File: src/rtl/csr_access_unit.sv
// csr_access_unit: initiator side of the CSR access interface.
// Accepts one decoded Zicsr instruction at a time, reads the addressed CSR,
// optionally issues one write strobe with the RW/RS/RC result, and returns
// the old CSR value (or an illegal-instruction flag) over valid/ready.
//
// Ports:
//   clk, rst_n                  clock, asynchronous active-low reset
//   req_valid_i / req_ready_o   request handshake (ready only when idle)
//   funct3_i, csr_adr_i         Zicsr funct3 and target CSR address
//   rs1_idx_i, rs1_data_i       rs1 index (zimm for immediate forms), rs1 value
//   rd_idx_i                    destination register index
//   csr_adr_o                   address to the CSR file
//   csr_rdata_i, csr_illegal_i  combinational read data / unimplemented flag
//   csr_wr_en_o, csr_wdata_o    single-cycle write strobe and value
//   resp_valid_o / resp_ready_i response handshake
//   resp_rd_idx_o, resp_rd_we_o, resp_rd_data_o, resp_illegal_o  response
//   flush_i                     pipeline kill
module csr_access_unit #(
  parameter int unsigned XLEN   = 32,
  parameter int unsigned CSR_AW = 12
) (
  input  logic              clk,
  input  logic              rst_n,
  input  logic              req_valid_i,
  output logic              req_ready_o,
  input  logic [2:0]        funct3_i,
  input  logic [CSR_AW-1:0] csr_adr_i,
  input  logic [4:0]        rs1_idx_i,
  input  logic [XLEN-1:0]   rs1_data_i,
  input  logic [4:0]        rd_idx_i,
  output logic [CSR_AW-1:0] csr_adr_o,
  input  logic [XLEN-1:0]   csr_rdata_i,
  input  logic              csr_illegal_i,
  output logic              csr_wr_en_o,
  output logic [XLEN-1:0]   csr_wdata_o,
  output logic              resp_valid_o,
  input  logic              resp_ready_i,
  output logic [4:0]        resp_rd_idx_o,
  output logic              resp_rd_we_o,
  output logic [XLEN-1:0]   resp_rd_data_o,
  output logic              resp_illegal_o,
  input  logic              flush_i
);

  typedef enum logic [1:0] {IDLE, READ, WRITE, RESP} state_t;

  // Latched request payload.
  typedef struct packed {
    logic [2:0]        funct3;
    logic [CSR_AW-1:0] adr;
    logic [4:0]        rs1_idx;
    logic [XLEN-1:0]   rs1_data;
    logic [4:0]        rd_idx;
  } req_t;

  state_t          state_q, state_d;
  req_t            req_q;
  logic [XLEN-1:0] old_q;
  logic            illegal_q;

  logic            accept;
  logic [XLEN-1:0] src;
  logic            op_rw, op_rs, op_rc, bad_f3, we, illegal_c;

  // Operand and op decode from the latched instruction.
  assign src    = req_q.funct3[2] ? XLEN'(req_q.rs1_idx) : req_q.rs1_data;
  assign op_rw  = (req_q.funct3[1:0] == 2'b01);
  assign op_rs  = (req_q.funct3[1:0] == 2'b10);
  assign op_rc  = (req_q.funct3[1:0] == 2'b11);
  assign bad_f3 = (req_q.funct3[1:0] == 2'b00);
  // Set/clear forms with rs1/zimm of zero are pure reads.
  assign we     = op_rw | (req_q.rs1_idx != 5'd0);
  // Top two address bits 11 mark a read-only CSR.
  assign illegal_c = bad_f3 | csr_illegal_i |
                     (we & (req_q.adr[CSR_AW-1 -: 2] == 2'b11));

  // A flush in IDLE blocks acceptance for that cycle.
  assign accept = req_valid_i & (state_q == IDLE) & ~flush_i;

  // State register.
  always_ff @(posedge clk or negedge rst_n) begin
    if (!rst_n) state_q <= IDLE;
    else        state_q <= state_d;
  end

  // Next-state logic.
  always_comb begin
    state_d = state_q;
    unique case (state_q)
      IDLE:  if (accept) state_d = READ;
      READ: begin
        if (flush_i)               state_d = IDLE;
        else if (illegal_c || !we) state_d = RESP;
        else                       state_d = WRITE;
      end
      WRITE: state_d = RESP;  // flush does not cancel a committing write
      RESP:  if (flush_i || resp_ready_i) state_d = IDLE;
      default: state_d = IDLE;
    endcase
  end

  // Request capture on accept; old value and illegal capture in READ.
  always_ff @(posedge clk or negedge rst_n) begin
    if (!rst_n) begin
      req_q     <= '0;
      old_q     <= '0;
      illegal_q <= 1'b0;
    end else begin
      if (accept) begin
        req_q.funct3   <= funct3_i;
        req_q.adr      <= csr_adr_i;
        req_q.rs1_idx  <= rs1_idx_i;
        req_q.rs1_data <= rs1_data_i;
        req_q.rd_idx   <= rd_idx_i;
      end
      if (state_q == READ) begin
        old_q     <= csr_rdata_i;
        illegal_q <= illegal_c;
      end
    end
  end

  // Write value, driven only while the strobe is high.
  always_comb begin
    csr_wdata_o = '0;
    if (state_q == WRITE) begin
      if (op_rw)      csr_wdata_o = src;
      else if (op_rs) csr_wdata_o = old_q | src;
      else if (op_rc) csr_wdata_o = old_q & ~src;
    end
  end

  // Outputs are pure decodes of the state and latched registers.
  assign req_ready_o    = (state_q == IDLE);
  assign csr_wr_en_o    = (state_q == WRITE);
  assign resp_valid_o   = (state_q == RESP);
  assign csr_adr_o      = req_q.adr;
  assign resp_rd_idx_o  = resp_valid_o ? req_q.rd_idx : 5'd0;
  assign resp_rd_data_o = resp_valid_o ? old_q : '0;
  assign resp_illegal_o = resp_valid_o & illegal_q;
  assign resp_rd_we_o   = resp_valid_o & ~illegal_q & (req_q.rd_idx != 5'd0);

endmodule

File: config.mk
export PLATFORM = sky130hd
export DESIGN_NAME = csr_access_unit
export DESIGN_NICKNAME = d
export VERILOG_FILES = /design/src/rtl/csr_access_unit.sv
export SDC_FILE = /design/constraint.sdc
export NUM_CORES = 1
export LEC_CHECK = 0
export ABC_AREA = 0
export BUFFER_PORTS_ARGS = -buffer_cell sky130_fd_sc_hd__buf_2
export CORE_MARGIN = 3
export CORE_UTILIZATION = 45
export DETAILED_ROUTE_END_ITERATION = 10
export GPL_TIMING_DRIVEN = 0
export PLACE_DENSITY = 0.78
export SLEW_MARGIN = 30
export SYNTH_ARGS = -nofsm -noshare
export SYNTH_HDL_FRONTEND = slang
export SYNTH_SLANG_ARGS = --single-unit
File: constraint.sdc
create_clock -name clk -period 2.5 [get_ports clk]
set_clock_uncertainty 0.2 [all_clocks]
set_input_delay 0.125 -clock clk [delete_from_list [all_inputs] [get_ports clk]]
set_output_delay 0.125 -clock clk [all_outputs]
set_load 0.05 [all_outputs]
==> results by group, run 1 <==
Floorplan
  • Die area: 12700 µm²
  • Io pins: 181
  • Core ar.: 11000 µm²
  • Die height: 113 µm
  • Row count: 38
  • Die width: 113 µm
  • Initial Util: 46.6%

Synthesis
  • Primary FF master, synth: dfrtp_1
  • Sequential fraction of the synthesis area: 45.0%
  • Main area contributors after synthesis: dfrtp_1 (45%), mux2_2 (7.0%), mux2_1 (6.6%)
  • Syn Area/Cell: 10.0 µm²
  • Most numerous cell in the Yosys netlist: dfrtp_1
  • Synth Instances: 510
  • Synthesized net count: 605
  • Synth area leader: dfrtp_1
  • Commonest cells post-synth: dfrtp_1 (92), nand2_1 (55), and3_1 (38)
  • EDFF count, synth: 0
  • #FFs+latches synth: 92
  • Netlist cell types: 32
  • Yosys top cell area share: 45.0%
  • Syn Std Cell Area: 5110 µm²
  • FFs w/ async S/R, synth: 100%
  • Synth Warn #: 0

STA
  • Hold_ws: 56.8 ps
  • Rel. slew slack: 66.3%
  • Final hold vios: 0
  • Post-route minimum period: 2320 ps
  • Max Slew Vio Count: 0
  • Max Freq: 431 MHz
  • RSZ-0062 raised after global routing: no
  • Final setup vio count: 0
  • Final cycle utilization of the critical path: 92.7%
  • Final setup TNS: 0 ps
  • Worst Tran Pin Value: 506 ps

Clock network
  • Postcts setup bufs: 0
  • Clock latency on the worst-skew pair: 340 ps
  • CTS sink cnt: 92
  • Num CTS Buffers: 9
  • H-tree levels: 3
  • Clk slew on worst S/H paths: 60 ps
  • Max clock buf depth: 2
  • Clk root buf: clkbuf_16
  • CTS tree: built

GRT
  • Largest net degree at the start of global routing: 56
  • Initial antenna violation count: 0
  • Met1 Resource Use GR: 30.2%
  • Met2 Use GR: 44.2%
  • GRT overflow: 0
  • First-pass GRT wire length: 26200 µm
  • Met3 Track Usage GR: 6.47%
  • Number of global-route vias before repair: 5308
  • Total GRT Usage: 25.8%
  • Top Usage Layer GRT: met2

Critical path
  • Max FO, Critical Path: 10
  • CP Capture Type: output pin
  • WP data required: 2170 ps
  • Startpoint types: flip-flop
  • Critical path class: reg2out
  • R2R cell count: 6
  • CP Data Arrival Time: 1990 ps

Worst hold path
  • HP Class: in2async

Layout
  • Layout net count: 891
  • Area of the multi-input gates: 2380 µm²
  • Share of cells above drive strength 1: 34.1%
  • ANT cells: 0
  • Final Cell Area: 7470 µm²
  • # fillers: 799
  • Reg area: 2300 µm²
  • Layout Area Growth over Synthesis: 46.1%

Power
  • PwrDens: 1350 nW/µm²
  • Pint: 5070 µW
  • Combinational power share: 59.5%
  • Reg power frac: 27.3%
  • P_leak: 0.00384 µW
  • Power share of the clock group: 13.2%
  • Switch Pwr: 5040 µW
  • Peak supply drop: 0.000804 V
  • Switching Share: 49.9%

Placement
  • Placement Cell Area: 6220 µm²
  • GP Congestion: 0.793
  • HPWL after DPL: 10900 µm
  • IO buf count: 180

Status
  • Outcome: complete, no violations

Job
  • Max-Cap Viols: 0

Drt
  • Routed len/inst: 17.2 µm
  • Post-Route WL: 16200 µm
  • ANT nets after route: 0
  • Vias: 4953
  • Drt via density: 5.26
  • DR pass1 iterations: 4
  • Residual DRC count: 0
  • DRT iter0 DRCs: 213
worst paths after layout:
| check | to | slack, ps | start |
|---|---|---|---|
| min in group clk | csr_adr_o[0] | 290 | csr_adr_o[0] |
| max in group asynchronous | req_q[23] | 1450 | rst_n |
| setup reg to reg | state_q[0] | 210 | req_q[55] |
| hold reg to reg | csr_adr_o[0] | 290 | csr_adr_o[0] |
| setup / recovery | csr_wdata_o[23] | 180 | req_q[56] |
| hold / removal | csr_adr_o[6] | 60 | rst_n |
cells by family after synthesis:
group / Yosys count / synth area share (%)
AO/OA/AOI/OAI: 70 / 7.56
buffers and inverters: 83 / 8.39
flip-flops: 92 / 45.0
multiplexers: 94 / 19.9
AND/OR/NAND/NOR: 171 / 19.1
metrics by stage:
step	cells	power, µW	worst slack [ps]	utilization (%)
after global placement	830	8360	262	56.4
after global routing	941	10700	12.8	68.0
after floorplan	510	7100	11.6	-
after CTS	941	10000	1.66	67.9
after detailed placement	831	8550	424	56.7
final	941	10100	182	68.0
area by class of cell:
| cell class | count | area share (%) |
|---|---|---|
| multi-input cells | 335 | 31.9 |
| well taps | 140 | 2.34 |
| clock buffers | 13 | 3.62 |
| flip-flops and latches | 92 | 30.8 |
| clock inverters | 3 | 0.268 |
| repair buffers | 275 | 25.2 |
| plain buffers | 55 | 4.47 |
| inverters | 28 | 1.41 |
worst max-delay path: stages (launching register included):
cell and delay (ps):
dfrtp_2 460, nor2b_1 110, buf_2 210, buf_2 280
nand3b_1 110, a21oi_1 190, buf_2 290
power by group through the flow:
stage	Combinational (µW)	Sequential (µW)	Clock [µW]
floorplan	4510	2580	0
global placement	5660	2700	0
detailed placement	5790	2760	0
CTS	5950	2730	1350
global route	6450	2840	1400
finish	6020	2760	1330
sequential cells by signal, indices dropped and copies added (netlist names), named ones only:
register and flops:
csr_adr_o 12, state_q 1, old_q 32, illegal_q 1, req_q 45
what timing repair did:
action                                  in CTS  in global routing
hold buffers                                94                  0
endpoints found under the setup margin       0                 28
gates resized for setup                      0                 16
endpoints found under the hold margin      184                  0
cells in the final DEF, fill, tap and decap left out, types with 2 or more instances in the layout:
master         Yosys  final
a21oi_1           33     33
and3_1            38     38
buf_1              5      3
buf_2             13    188
buf_4             14     15
buf_6              2      3
buf_8              3      3
clkbuf_1          18     15
clkbuf_16          0      9
clkbuf_2           0      6
clkbuf_4           0      3
clkbuf_8           0      3
clkinvlp_4         0      2
dfrtp_1           92     91
dlygate4sd3_1      0     94
inv_1             28     28
mux2_1            30     30
mux2_2            32     32
mux2i_1           32     32
nand2_1           55     55
nand2b_1          30     30
nand3_1            5      5
nand3b_1          28     28
nor2_1             5      5
nor2b_1            3      3
o21ai_0           28     28
o21bai_1           5      5
per-layer routing:
| layer | up-vias | routed length [µm] |
|---|---|---|
| met2 | 215 | 8180 |
| met3 | 45 | 1150 |
| met5 | - | 0 |
| li1 | 2291 | - |
| met4 | 0 | 449 |
| met1 | 2402 | 6390 |
No activity file was read; power rests on OpenSTA's default activity.
==> inputs of run 2 (changes only) <==
--- a/config.mk
+++ b/config.mk
@@ -8,10 +8,11 @@
 export ABC_AREA = 0
 export BUFFER_PORTS_ARGS = -buffer_cell sky130_fd_sc_hd__buf_2
 export CORE_MARGIN = 3
-export CORE_UTILIZATION = 45
+export CORE_UTILIZATION = 46
 export DETAILED_ROUTE_END_ITERATION = 10
 export GPL_TIMING_DRIVEN = 0
-export PLACE_DENSITY = 0.78
+export PLACE_DENSITY = 0.8
+export SKIP_LAST_GASP = 1
 export SLEW_MARGIN = 30
 export SYNTH_ARGS = -nofsm -noshare
 export SYNTH_HDL_FRONTEND = slang
==> run 2 against run 1 <==
  * Sequential share of layout area is 0.29 points higher
  * Via count is 0.50% lower
  * Worst hold slack worse by 29 ps
  * First-iteration DRC count is 66% higher
  * Utilization is 2.1 points higher
  * Power is 2.5% lower
  * Sequential power hardly changed
  * Clock-buffer cell count is 4 lower
  * Routed wire length is 3.0% higher
  * Non-clock buffer count is 1 higher
  * Clock power is 23% lower
  * Largest cell class unchanged
==> results by group, run 2 (synthesis results as in run 1) <==
Status
  • Outcome: complete, no violations

STA
  • Worst Tran Pin Value: 533 ps (+27.2 ps)
  • RSZ-0062 raised after global routing: yes
  • Max Slew Vio Count: 0 (unchanged)
  • Hold_ws: 28.2 ps (-28.6 ps)
  • Final setup vio count: 0 (unchanged)
  • Final hold vios: 0 (unchanged)
  • Final cycle utilization of the critical path: 98.0% (+5.2 points)
  • Rel. slew slack: 64.5% (-1.8 points)
  • Max Freq: 408 MHz (-5.3%)
  • Post-route minimum period: 2450 ps (+131 ps)

Layout
  • # fillers: 767 (-4.0%)
  • Reg area: 2300 µm² (about the same)
  • Most flops, register: req_q
  • Layout net count: 892 (+0.11%)
  • Final Cell Area: 7400 µm² (-0.97%)
  • Most frequent cells in the layout: buf_2 (189), dlygate4sd3_1 (95), dfrtp_1 (92)
  • Area of the multi-input gates: 2390 µm² (+0.53%)
  • Commonest non-fill, non-tap cell in the layout: buf_2
  • Share of cells above drive strength 1: 33.9% (-0.17 points)
  • Post-Layout Cell Count: 940 (-0.11%)
  • Max reg flops: 45 (unchanged)
  • Layout Area Growth over Synthesis: 44.7%

Floorplan
  • Row count: 37 (-2.6%)
  • Io pins: 181 (unchanged)
  • Die area: 12400 µm² (-2.1%)
  • Core ar.: 10600 µm² (-3.9%)
  • Die height: 111 µm (-1.0%)
  • Initial Util: 48.4% (+1.9 points)
  • Die width: 111 µm (-1.0%)

Clock network
  • H-tree levels: 3 (unchanged)
  • Clk slew on worst S/H paths: 100 ps (+40 ps)
  • Clk root buf: clkbuf_8
  • CTS tree: built
  • Clock latency on the worst-skew pair: 370 ps (+30 ps)
  • Postcts setup bufs: 0 (unchanged)
  • CTS sink cnt: 92 (unchanged)
  • Max clock buf depth: 2 (unchanged)
  • Num CTS Buffers: 9 (unchanged)

Drt
  • DR pass1 iterations: 7 (+3)
  • DRT iter0 DRCs: 353 (+66%)
  • Vias: 4928 (-0.50%)
  • Post-Route WL: 16700 µm (+3.0%)
  • Routed len/inst: 17.7 µm (+3.1%)
  • Drt via density: 5.24 (-0.40%)
  • Residual DRC count: 0 (unchanged)
  • ANT nets after route: 0 (unchanged)

Power
  • Power share of the clock group: 10.4% (-2.8 points)
  • Pint: 4770 µW (-5.8%)
  • Tot Pwr: 9860 µW (-2.5%)
  • Peak supply drop: 0.000797 V (-0.78%)
  • Switch Pwr: 5090 µW (+0.88%)
  • Combinational power share: 61.7% (+2.2 points)
  • Reg power frac: 27.9% (+0.6 points)
  • P_leak: 0.00380 µW (-0.99%)
  • Switching Share: 51.6% (+1.7 points)
  • PwrDens: 1330 nW/µm² (-1.5%)

Placement
  • Placement Cell Area: 6220 µm² (about the same)
  • GP Congestion: 0.791 (-0.20%)
  • HPWL after DPL: 11000 µm (+1.1%)
  • IO buf count: 180 (unchanged)
  • Dpl cells: 827 (-0.48%)

Critical path
  • Startpoint types: flip-flop
  • CP Data Arrival Time: 2120 ps (+130 ps)
  • WP data required: 2170 ps (about the same)
  • R2R cell count: 5 (-1)
  • Max FO, Critical Path: 10 (unchanged)
  • Critical path class: reg2out
  • CP Capture Type: output pin

GRT
  • First-pass GRT wire length: 26700 µm (+2.0%)
  • Largest net degree at the start of global routing: 49 (-13%)
  • Number of global-route vias before repair: 5346 (+0.72%)
  • Met3 Track Usage GR: 5.43% (-1.0 points)
  • Initial antenna violation count: 0 (unchanged)
  • Met2 Use GR: 45.4% (+1.2 points)
  • Total GRT Usage: 26.6% (+0.81 points)
  • Top Usage Layer GRT: met2
  • GRT overflow: 0 (unchanged)
  • Met1 Resource Use GR: 32.0% (+1.9 points)

Worst hold path
  • HP Class: in2async

Job
  • Max-Cap Viols: 0 (unchanged)
-- run 2: timing repair --
item / CTS / global route
resized for setup: 2 / 9
endpoints found under the setup margin: 5 / 20
gates cloned: 0 / 0
hold endpoints to repair: 184 / 0
pin swaps: 0 / 0
hold buffers: 95 / 0
-- run 2: path summary, 6_finish.rpt --
| kind | slack (ps) | to | startpoint |
|---|---|---|---|
| worst max-delay path | 50 | csr_wdata_o[22] | req_q[56] |
| worst min-delay path | 30 | req_q[20] | rst_n |
| worst max register to register | 190 | state_q[0] | req_q[38] |
| worst min register to register | 290 | csr_adr_o[0] | csr_adr_o[0] |
| max in group asynchronous | 1480 | req_q[6] | rst_n |
| min in group clk | 280 | req_q[14] | req_valid_i |
-- run 2: final cells by class --
class	instances	area share [%]
buffer	55	4.50
clock inverter	7	1.03
timing repair buffer	276	25.5
tap	136	2.30
clock buffer	9	1.67
inverter	28	1.42
sequential	92	31.1
antenna	2	0.0676
multi-input combinational	335	32.4
-- run 2: per-layer routing --
| metal | wire length (µm) | part of all wire [%] |
|---|---|---|
| met5 | 0 | 0 |
| met4 | 452 | 2.7 |
| met3 | 999 | 6.0 |
| met2 | 8350 | 50 |
| met1 | 6850 | 41 |
-- run 2: power by group through the flow --
| stage | sequential (µW) | clock, µW | combinational, µW |
|---|---|---|---|
| global placement | 2700 | 0 | 5680 |
| finish | 2750 | 1030 | 6080 |
| floorplan | 2580 | 0 | 4510 |
| global route | 2850 | 1110 | 6480 |
| detailed placement | 2750 | 0 | 5840 |
| CTS | 2730 | 1050 | 6000 |
-- run 2: metrics by stage --
stage	setup TNS (ps)	setup slack, ps	utilization, %
after global routing	-47.2	-47.2	70.1
after CTS	0	23.7	69.8
after global placement	0	256	58.6
final	0	50.9	70.1
after floorplan	0	11.6	-
after detailed placement	0	383	58.9
-- run 2: worst max-delay path: stages (launching register included) --
cell and delay [ps]:
dfrtp_1 480, nor2b_1 130, buf_2 220, buf_2 290, nand3b_1 120, a21oi_1 220, buf_2 300
